**src/rtl/imm_gen_pkg.sv**
```systemverilog
// Shared types and RV32I/RV64I opcode constants for the immediate-generation stage.
package imm_gen_pkg;

  typedef enum logic [2:0] {
    FMT_NONE = 3'd0,
    FMT_I    = 3'd1,
    FMT_S    = 3'd2,
    FMT_B    = 3'd3,
    FMT_U    = 3'd4,
    FMT_J    = 3'd5
  } fmt_t;

  localparam logic [6:0] OP_IMM   = 7'b0010011;
  localparam logic [6:0] OP_IMM32 = 7'b0011011;
  localparam logic [6:0] LOAD     = 7'b0000011;
  localparam logic [6:0] JALR     = 7'b1100111;
  localparam logic [6:0] STORE    = 7'b0100011;
  localparam logic [6:0] BRANCH   = 7'b1100011;
  localparam logic [6:0] LUI      = 7'b0110111;
  localparam logic [6:0] AUIPC    = 7'b0010111;
  localparam logic [6:0] JAL      = 7'b1101111;
  localparam logic [6:0] OP       = 7'b0110011;
  localparam logic [6:0] OP32     = 7'b0111011;

endpackage

```
**src/rtl/imm_decode.sv**
```systemverilog
// Combinational immediate extraction: sign-extended imm, format, illegal flag and
// whether the instruction needs a PC-relative target.
module imm_decode
  import imm_gen_pkg::*;
#(
  parameter int XLEN = 64
) (
  input  logic [31:0]     instr,
  output logic [XLEN-1:0] imm,
  output fmt_t            fmt,
  output logic            illegal,
  output logic            pc_rel
);

  // Every listed opcode ends in 2'b11, so compressed-space words fall to default.
  always_comb begin
    imm     = '0;
    fmt     = FMT_NONE;
    illegal = 1'b1;
    pc_rel  = 1'b0;
    case (instr[6:0])
      OP_IMM, LOAD, JALR: begin
        imm     = XLEN'($signed(instr[31:20]));
        fmt     = FMT_I;
        illegal = 1'b0;
      end
      OP_IMM32: begin
        if (XLEN == 64) begin
          imm     = XLEN'($signed(instr[31:20]));
          fmt     = FMT_I;
          illegal = 1'b0;
        end
      end
      STORE: begin
        imm     = XLEN'($signed({instr[31:25], instr[11:7]}));
        fmt     = FMT_S;
        illegal = 1'b0;
      end
      BRANCH: begin
        imm     = XLEN'($signed({instr[31], instr[7], instr[30:25], instr[11:8], 1'b0}));
        fmt     = FMT_B;
        illegal = 1'b0;
        pc_rel  = 1'b1;
      end
      LUI, AUIPC: begin
        imm     = XLEN'($signed({instr[31:12], 12'b0}));
        fmt     = FMT_U;
        illegal = 1'b0;
        pc_rel  = (instr[6:0] == AUIPC);
      end
      JAL: begin
        imm     = XLEN'($signed({instr[31], instr[19:12], instr[20], instr[30:21], 1'b0}));
        fmt     = FMT_J;
        illegal = 1'b0;
        pc_rel  = 1'b1;
      end
      OP: illegal = 1'b0;
      OP32: begin
        if (XLEN == 64) illegal = 1'b0;
      end
      default: ;
    endcase
  end

endmodule

```
**src/rtl/imm_gen_stage.sv**
```systemverilog
// Registered immediate-generation stage: decode + PC-relative adder feeding a
// DEPTH-entry circular output buffer with valid/ready on both sides.
module imm_gen_stage
  import imm_gen_pkg::*;
#(
  parameter int XLEN  = 64,
  parameter int DEPTH = 2
) (
  input  logic            clk_i,
  input  logic            rst_ni,
  input  logic            flush_i,
  input  logic            in_valid_i,
  output logic            in_ready_o,
  input  logic [31:0]     in_instr_i,
  input  logic [XLEN-1:0] in_pc_i,
  output logic            out_valid_o,
  input  logic            out_ready_i,
  output logic [XLEN-1:0] out_immed_o,
  output logic [2:0]      out_fmt_o,
  output logic [XLEN-1:0] out_target_o,
  output logic            out_illegal_o
);

  localparam int PTR_W = (DEPTH > 1) ? $clog2(DEPTH) : 1;
  localparam int CNT_W = $clog2(DEPTH + 1);

  typedef struct packed {
    logic [XLEN-1:0] imm;
    fmt_t            fmt;
    logic [XLEN-1:0] target;
    logic            illegal;
  } entry_t;

  logic [XLEN-1:0] dec_imm;
  fmt_t            dec_fmt;
  logic            dec_illegal;
  logic            dec_pc_rel;
  entry_t          wr_entry;
  entry_t          head;

  entry_t          mem [DEPTH];
  logic [PTR_W-1:0] wr_ptr_reg, wr_ptr_next;
  logic [PTR_W-1:0] rd_ptr_reg, rd_ptr_next;
  logic [CNT_W-1:0] count_reg, count_next;
  logic             push, pop;

  imm_decode #(.XLEN(XLEN)) u_decode (
    .instr   (in_instr_i),
    .imm     (dec_imm),
    .fmt     (dec_fmt),
    .illegal (dec_illegal),
    .pc_rel  (dec_pc_rel)
  );

  always_comb begin
    wr_entry.imm     = dec_imm;
    wr_entry.fmt     = dec_fmt;
    wr_entry.target  = dec_pc_rel ? (in_pc_i + dec_imm) : '0;
    wr_entry.illegal = dec_illegal;
  end

  assign in_ready_o  = (count_reg != CNT_W'(DEPTH));
  assign out_valid_o = (count_reg != '0);
  assign push        = in_valid_i & in_ready_o;
  assign pop         = out_valid_o & out_ready_i;

  always_comb begin
    wr_ptr_next = wr_ptr_reg;
    rd_ptr_next = rd_ptr_reg;
    count_next  = count_reg;
    if (push) wr_ptr_next = (wr_ptr_reg == PTR_W'(DEPTH - 1)) ? '0 : wr_ptr_reg + PTR_W'(1);
    if (pop)  rd_ptr_next = (rd_ptr_reg == PTR_W'(DEPTH - 1)) ? '0 : rd_ptr_reg + PTR_W'(1);
    case ({push, pop})
      2'b10:   count_next = count_reg + CNT_W'(1);
      2'b01:   count_next = count_reg - CNT_W'(1);
      default: count_next = count_reg;
    endcase
  end

  // Flush wins over any handshake in the same cycle.
  always_ff @(posedge clk_i or negedge rst_ni) begin
    if (!rst_ni) begin
      wr_ptr_reg <= '0;
      rd_ptr_reg <= '0;
      count_reg  <= '0;
    end else if (flush_i) begin
      wr_ptr_reg <= '0;
      rd_ptr_reg <= '0;
      count_reg  <= '0;
    end else begin
      wr_ptr_reg <= wr_ptr_next;
      rd_ptr_reg <= rd_ptr_next;
      count_reg  <= count_next;
    end
  end

  // Storage needs no reset: empty slots are masked at the output.
  always_ff @(posedge clk_i) begin
    if (push && !flush_i) mem[wr_ptr_reg] <= wr_entry;
  end

  assign head          = mem[rd_ptr_reg];
  assign out_immed_o   = out_valid_o ? head.imm     : '0;
  assign out_fmt_o     = out_valid_o ? head.fmt     : 3'd0;
  assign out_target_o  = out_valid_o ? head.target  : '0;
  assign out_illegal_o = out_valid_o ? head.illegal : 1'b0;

endmodule

```
**config.mk**
```make
export PLATFORM = sky130hd
export DESIGN_NAME = imm_gen_stage
export DESIGN_NICKNAME = d
export VERILOG_FILES = /design/src/rtl/imm_gen_pkg.sv /design/src/rtl/imm_decode.sv /design/src/rtl/imm_gen_stage.sv
export SDC_FILE = /design/constraint.sdc
export NUM_CORES = 1
export LEC_CHECK = 0
export ABC_AREA = 1
export CORE_ASPECT_RATIO = 0.7
export CORE_MARGIN = 8
export CORE_UTILIZATION = 61
export CTS_CLUSTER_SIZE = 16
export DETAILED_ROUTE_END_ITERATION = 7
export PLACE_DENSITY = 0.87
export SKIP_CTS_REPAIR_TIMING = 1
export SLEW_MARGIN = 20
export SYNTH_ARGS = -nofsm -noshare
export SYNTH_HDL_FRONTEND = slang
export SYNTH_HIERARCHICAL = 1
export SYNTH_SLANG_ARGS = --single-unit
```
**constraint.sdc**
```tcl
create_clock -name clk_i -period 17 [get_ports clk_i]
set_input_delay 4.25 -clock clk_i [delete_from_list [all_inputs] [get_ports clk_i]]
set_output_delay 4.25 -clock clk_i [all_outputs]
set_load 0.02 [all_outputs]
```
Yosys cells after proc, flatten, opt, wreduce, memory -nomap -nowiden
Memory sizes are Yosys's and may differ from the RTL's.
Cells that the tools add are included.
- mux-type cells: 19
- equal/unequal tests: 14
- reductions and logical operators: 10
- add/subtract/negate cells: 5
- bitwise logic cells: 2
- operators with widths (cell ; number):
    $pmux 64 s5 ; 1
    $mux 64 ; 3
    $add 64x64->64 ; 1
    $eq 7x6->1 const B ; 4
    $eq 7x5->1 const B ; 3
    $eq 7x7->1 const B ; 3
    $pmux 3 s5 ; 1
    $reduce_or 11->1 ; 1
    $mux 1 ; 10
    $eq 7x2->1 const B ; 1
    $reduce_bool 2->1 ; 3
    $pmux 2 s2 ; 1
    $reduce_or 2->1 ; 2
    $reduce_or 4->1 ; 1
    $mux 3 ; 1
    $reduce_bool 3->1 ; 1
    $add 1x1->1 const B ; 2
    $add 2x1->2 const B ; 1
    $and 1x1->1 ; 2
    $eq 2x1->1 const B ; 1
    $eq 2x2->1 const B ; 1
    $mux 2 ; 1
    $ne 2x2->1 const B ; 1
    $pmux 1 s2 ; 1
    3 further kinds ; 3
- word-level logic and storage cells: 54
- input port bits: 101
- output and inout bits: 134
- memories: 1
- RAM bits: 264
- register bits after elaboration: 4
- memories (memory ; depth ; width ; read ports ; clocked after memory_dff ; wr ports ; line ; source):
    mem ; 2 ; 132 ; 1 ; 0 ; 1 ; imm_gen_stage.sv:41 ; entry_t mem [DEPTH];

Longest topological paths before layout
- depth after elaboration: 5
- gate-level depth with buffers: 23
- depth with buffers taken out: 23

Cells and area by module
The synthesis kept the hierarchy.
- modules (own cells, without submodules) (module ; cells an instance ; area an instance (um^2) ; seq. area each (um^2) ; times used):
    imm_gen_stage ; 2078 ; 16208.0 ; 8027.7 ; 1
    imm_decode ; 225 ; 1118.6 ; 0.0 ; 1

Worst setup path after synthesis
Ideal clock, no wire load.
- path type: input to register
- from: in in_valid_i
- to: mem mem[0][0] (netlist name), enable pin
- arrival: 9.964 ns
- data required time: 16.375 ns
- stages on the path: 4
- path buffers: 0
- path slack: 6.411 ns
- setup time: 0.625 ns
- cells stage by stage: nand2_1 > inv_1 > nand2_1 > nor2_1
- word-level cells in the longest chain between the ends: 4
- RTL lines (item ; line ; source):
    start: declaration ; imm_gen_stage.sv:12 ; input logic in_valid_i,
    $and 1x1->1 ; imm_gen_stage.sv:64 ; assign push = in_valid_i & in_ready_o;
    $logic_and 1x1->1 ; imm_gen_stage.sv:99 ; if (push && !flush_i) mem[wr_ptr_reg] <= wr_entry;
    $mux 1 ; imm_gen_stage.sv:99 ;
    $mux 1 (not written as such) ; imm_gen_stage.sv:99 ;
    end: declaration ; imm_gen_stage.sv:41 ;
No other way between the ends.

==> flow_metrics.tcl <==
set metrics [dict create \
    worst_r2r_path_depth 8 \
    crit_start "in_instr_i[5]" \
    maxCapViolCount 0 \
    port_buffers 234 \
    start_kind "input pin" \
    finalSetupViolCount 0 \
    ant_nets 0 \
    hp-class "register to register" \
    met2_usage_pct 51.5 \
    fin_skew_ps 9.10 \
    cp_max_fo 99 \
    drv_slew 0 \
    globalplace.congestion 1.01 \
    crit_end "mem[1][52]" \
    final_cells 2869 \
    cp.arrival_ps 9160 \
    switching_share_pct 35.8 \
    critPathRequiredTime_ps 17290 \
    max_slew_margin_pct 32.5 \
    period_share_pct 52.2 \
    cts_buffer_depth 3 \
    r2r_slack_ps 13780 \
    p_per_area_nw_per_um2 102 \
    synth-edff-count 264 \
    clk_pin_slew_worst_paths_ps 60 \
    fin_crit_ps 8870 \
    grt_overflow 0 \
    syn2layout_area_growth_pct 18.2 \
    yosysSeqAreaShare_pct 46.3 \
    start_util_pct 62.1 \
    dp.cells 2827 \
    p_total_uw 2090 \
    syn_area_um2 17300 \
    p_int_uw 1340 \
    clkPwrFrac_pct 25.5 \
    dp_hpwl_mm 43.1 \
    drt_iter0_markers 2096 \
    grt_pass1_vias 15100 \
    clock_sinks 268 \
    critPathKind "input pin to register" \
    grt_pass1_wl_mm 87.4 \
    grt_start_max_net_pins 100 \
    cts_tree "yes" \
    ys_ff_latch 268 \
    ios 235 \
    root_buffer "clkbuf_16" \
    grt.total_usage_pct 33.2 \
    synth.distinct_cells 39 \
    p_sw_uw 748 \
    drc 0 \
    postSynthAreaPerCell_um2 7.52 \
    cts_max_level 1 \
    gr-usage-met1_pct 48.3 \
    largest_reg_flops 264 \
    dieArea_um2 34100 \
    die_height_um 157 \
    vias 16300 \
    wl_per_cell_um 20.2 \
    synth_nets 2468 \
    irDropWorstVdd_mv 0.133 \
    busiest_layer "met2" \
    antenna_cells 0 \
    viasPerCell 5.67 \
    fin_ws_ps 8130 \
    routed_wl_mm 58.0 \
    tightestPinTransition_ps 1010 \
    rsz0062_at_grt "false" \
    grtUsageMet3_pct 7.25 \
    final_nets 2649 \
    ys.flop_type "edfxtp_1" \
    clock_latency_ps 550 \
    cellLeakagePower_uw 0.00947 \
    antenna_found_initial 0 \
    yosys_warnings 6 \
    clock.fmax_ghz 0.113 \
    drive_gt1_share_pct 5.64 \
    p_seq_share_pct 38.7 \
    r2r_end "mem[0][7]" \
    dr.pass1.iters 8 \
    placement.setup.worst_slack_ps 7840 \
    power_frac_comb_pct 35.7 \
    endpoint_kind "register" \
    core_um2 27900 \
    r2r_start "count_reg[0]" \
    final_hold_viol_count 0 \
    dieWidth_um 217 \
    syn_inst 2303 \
    finalSetupTns_ps 0 \
    holdWs_ps 582 \
    row_count 51 \
    status "completed" \
    cts_buffers 26 \
    async_flop_share_pct 1.49 \
]
## cells in the final DEF, fill, tap and decap left out, types with 2 or more instances in the layout
cell,n
clkinv_1,7
nor3_2,2
nor3_1,13
nand2_2,31
nand3_2,10
nand3_1,73
xor2_1,2
and2_1,3
o21ai_1,10
nand2_4,2
a21oi_2,5
inv_6,2
nor4_2,2
dfrtp_1,3
nor2_1,155
clkinv_2,2
nor2_2,19
nor4_1,3
o21bai_1,5
clkdlybuf4s50_1,234
inv_2,12
and3_1,5
nand4_1,8
nand2_1,891
inv_1,342
edfxtp_1,264
buf_4,11
clkbuf_16,27
xnor2_1,10
a21oi_1,222
nor2_4,11
clkbuf_1,6
o21ai_0,33
nand3b_1,2
ha_1,63
## cell usage after synthesis (14+ instances only)
cell type / instances / area, um^2
clkbuf_1: 32 / 120
buf_2: 15 / 75.1
ha_1: 63 / 788
nor2_2: 20 / 125
o21ai_0: 33 / 165
nand2_1: 892 / 3350
nor2_1: 157 / 589
nand2_2: 30 / 188
nor3_1: 14 / 70.1
edfxtp_1: 264 / 7930
nand3_1: 73 / 365
inv_1: 342 / 1280
buf_4: 37 / 278
a21oi_1: 222 / 1110
## cells by family after synthesis
kind of cell	after synthesis	share of synthesized area, %
AOI/OAI and AO/OA	276	8.16
xor gates and xnor gates	12	0.607
adders and majority gates	64	4.66
buffers and inverters	450	10.8
DFF	268	46.3
and+or+nand+nor	1233	29.4
## metal layers
layer  routed length [um]  vias up  part of all wire (%)
met5                    0        -                     0
li1                     -     7637                     -
met1                24500     7516                    42
met2                25500     1036                    44
met4                  827        0                   1.4
met3                 7260       75                    13
## layout make-up
class,instances,area (um^2)
fillers,2055,7410
clock inverters,9,53.8
inverters,358,1350
flip-flops and latches,268,8030
repair buffers,245,2420
clock buffers,33,698
multi-input cells,1585,7460
well taps,371,464
## how the worst min path moves through the flow
| stage | depth (start not counted) | startpoint | slack (ps) | endpoint |
|---|---|---|---|---|
| 6_report | 1 | wr_ptr_reg | 580 | wr_ptr_reg |
| 3_3_place_gp | 1 | wr_ptr_reg | 530 | wr_ptr_reg |
| 4_1_cts | 1 | wr_ptr_reg | 580 | wr_ptr_reg |
| 5_1_grt | 1 | wr_ptr_reg | 590 | wr_ptr_reg |
| 2_1_floorplan | 1 | wr_ptr_reg | 460 | wr_ptr_reg |
| 3_5_place_dp | 1 | wr_ptr_reg | 560 | wr_ptr_reg |
## per-stage QoR
stage / utilization, % / area (um^2)
global route: 73.4 / 20500
global placement: 70.7 / 19700
CTS: 73.4 / 20500
finish: 73.4 / 20500
detailed placement: 70.7 / 19700
floorplan: - / 17300
## worst max-delay path: stages
cell and delay, ps:
clkdlybuf4s50_1 530, nand2_2 130, nor2_4 310, nand2_1 160
nand3_2 260, nand2_1 520, nand2_2 250, buf_4 790
ha_1 510, nand2_1 250, nor2_2 70, nand2_1 130
inv_1 90, nand2_1 90, inv_1 40, a21oi_1 430
nand3_1 120, nand2_1 80, nor2_1 70
## power by group through the flow
stage	Sequential [uW]	Clock, uW	Combinational [uW]
2_1_floorplan	812	0	404
3_3_place_gp	818	0	716
3_5_place_dp	821	0	732
4_1_cts	808	534	743
5_1_grt	813	559	791
6_report	809	534	747
(Power assumes the default switching activity.)
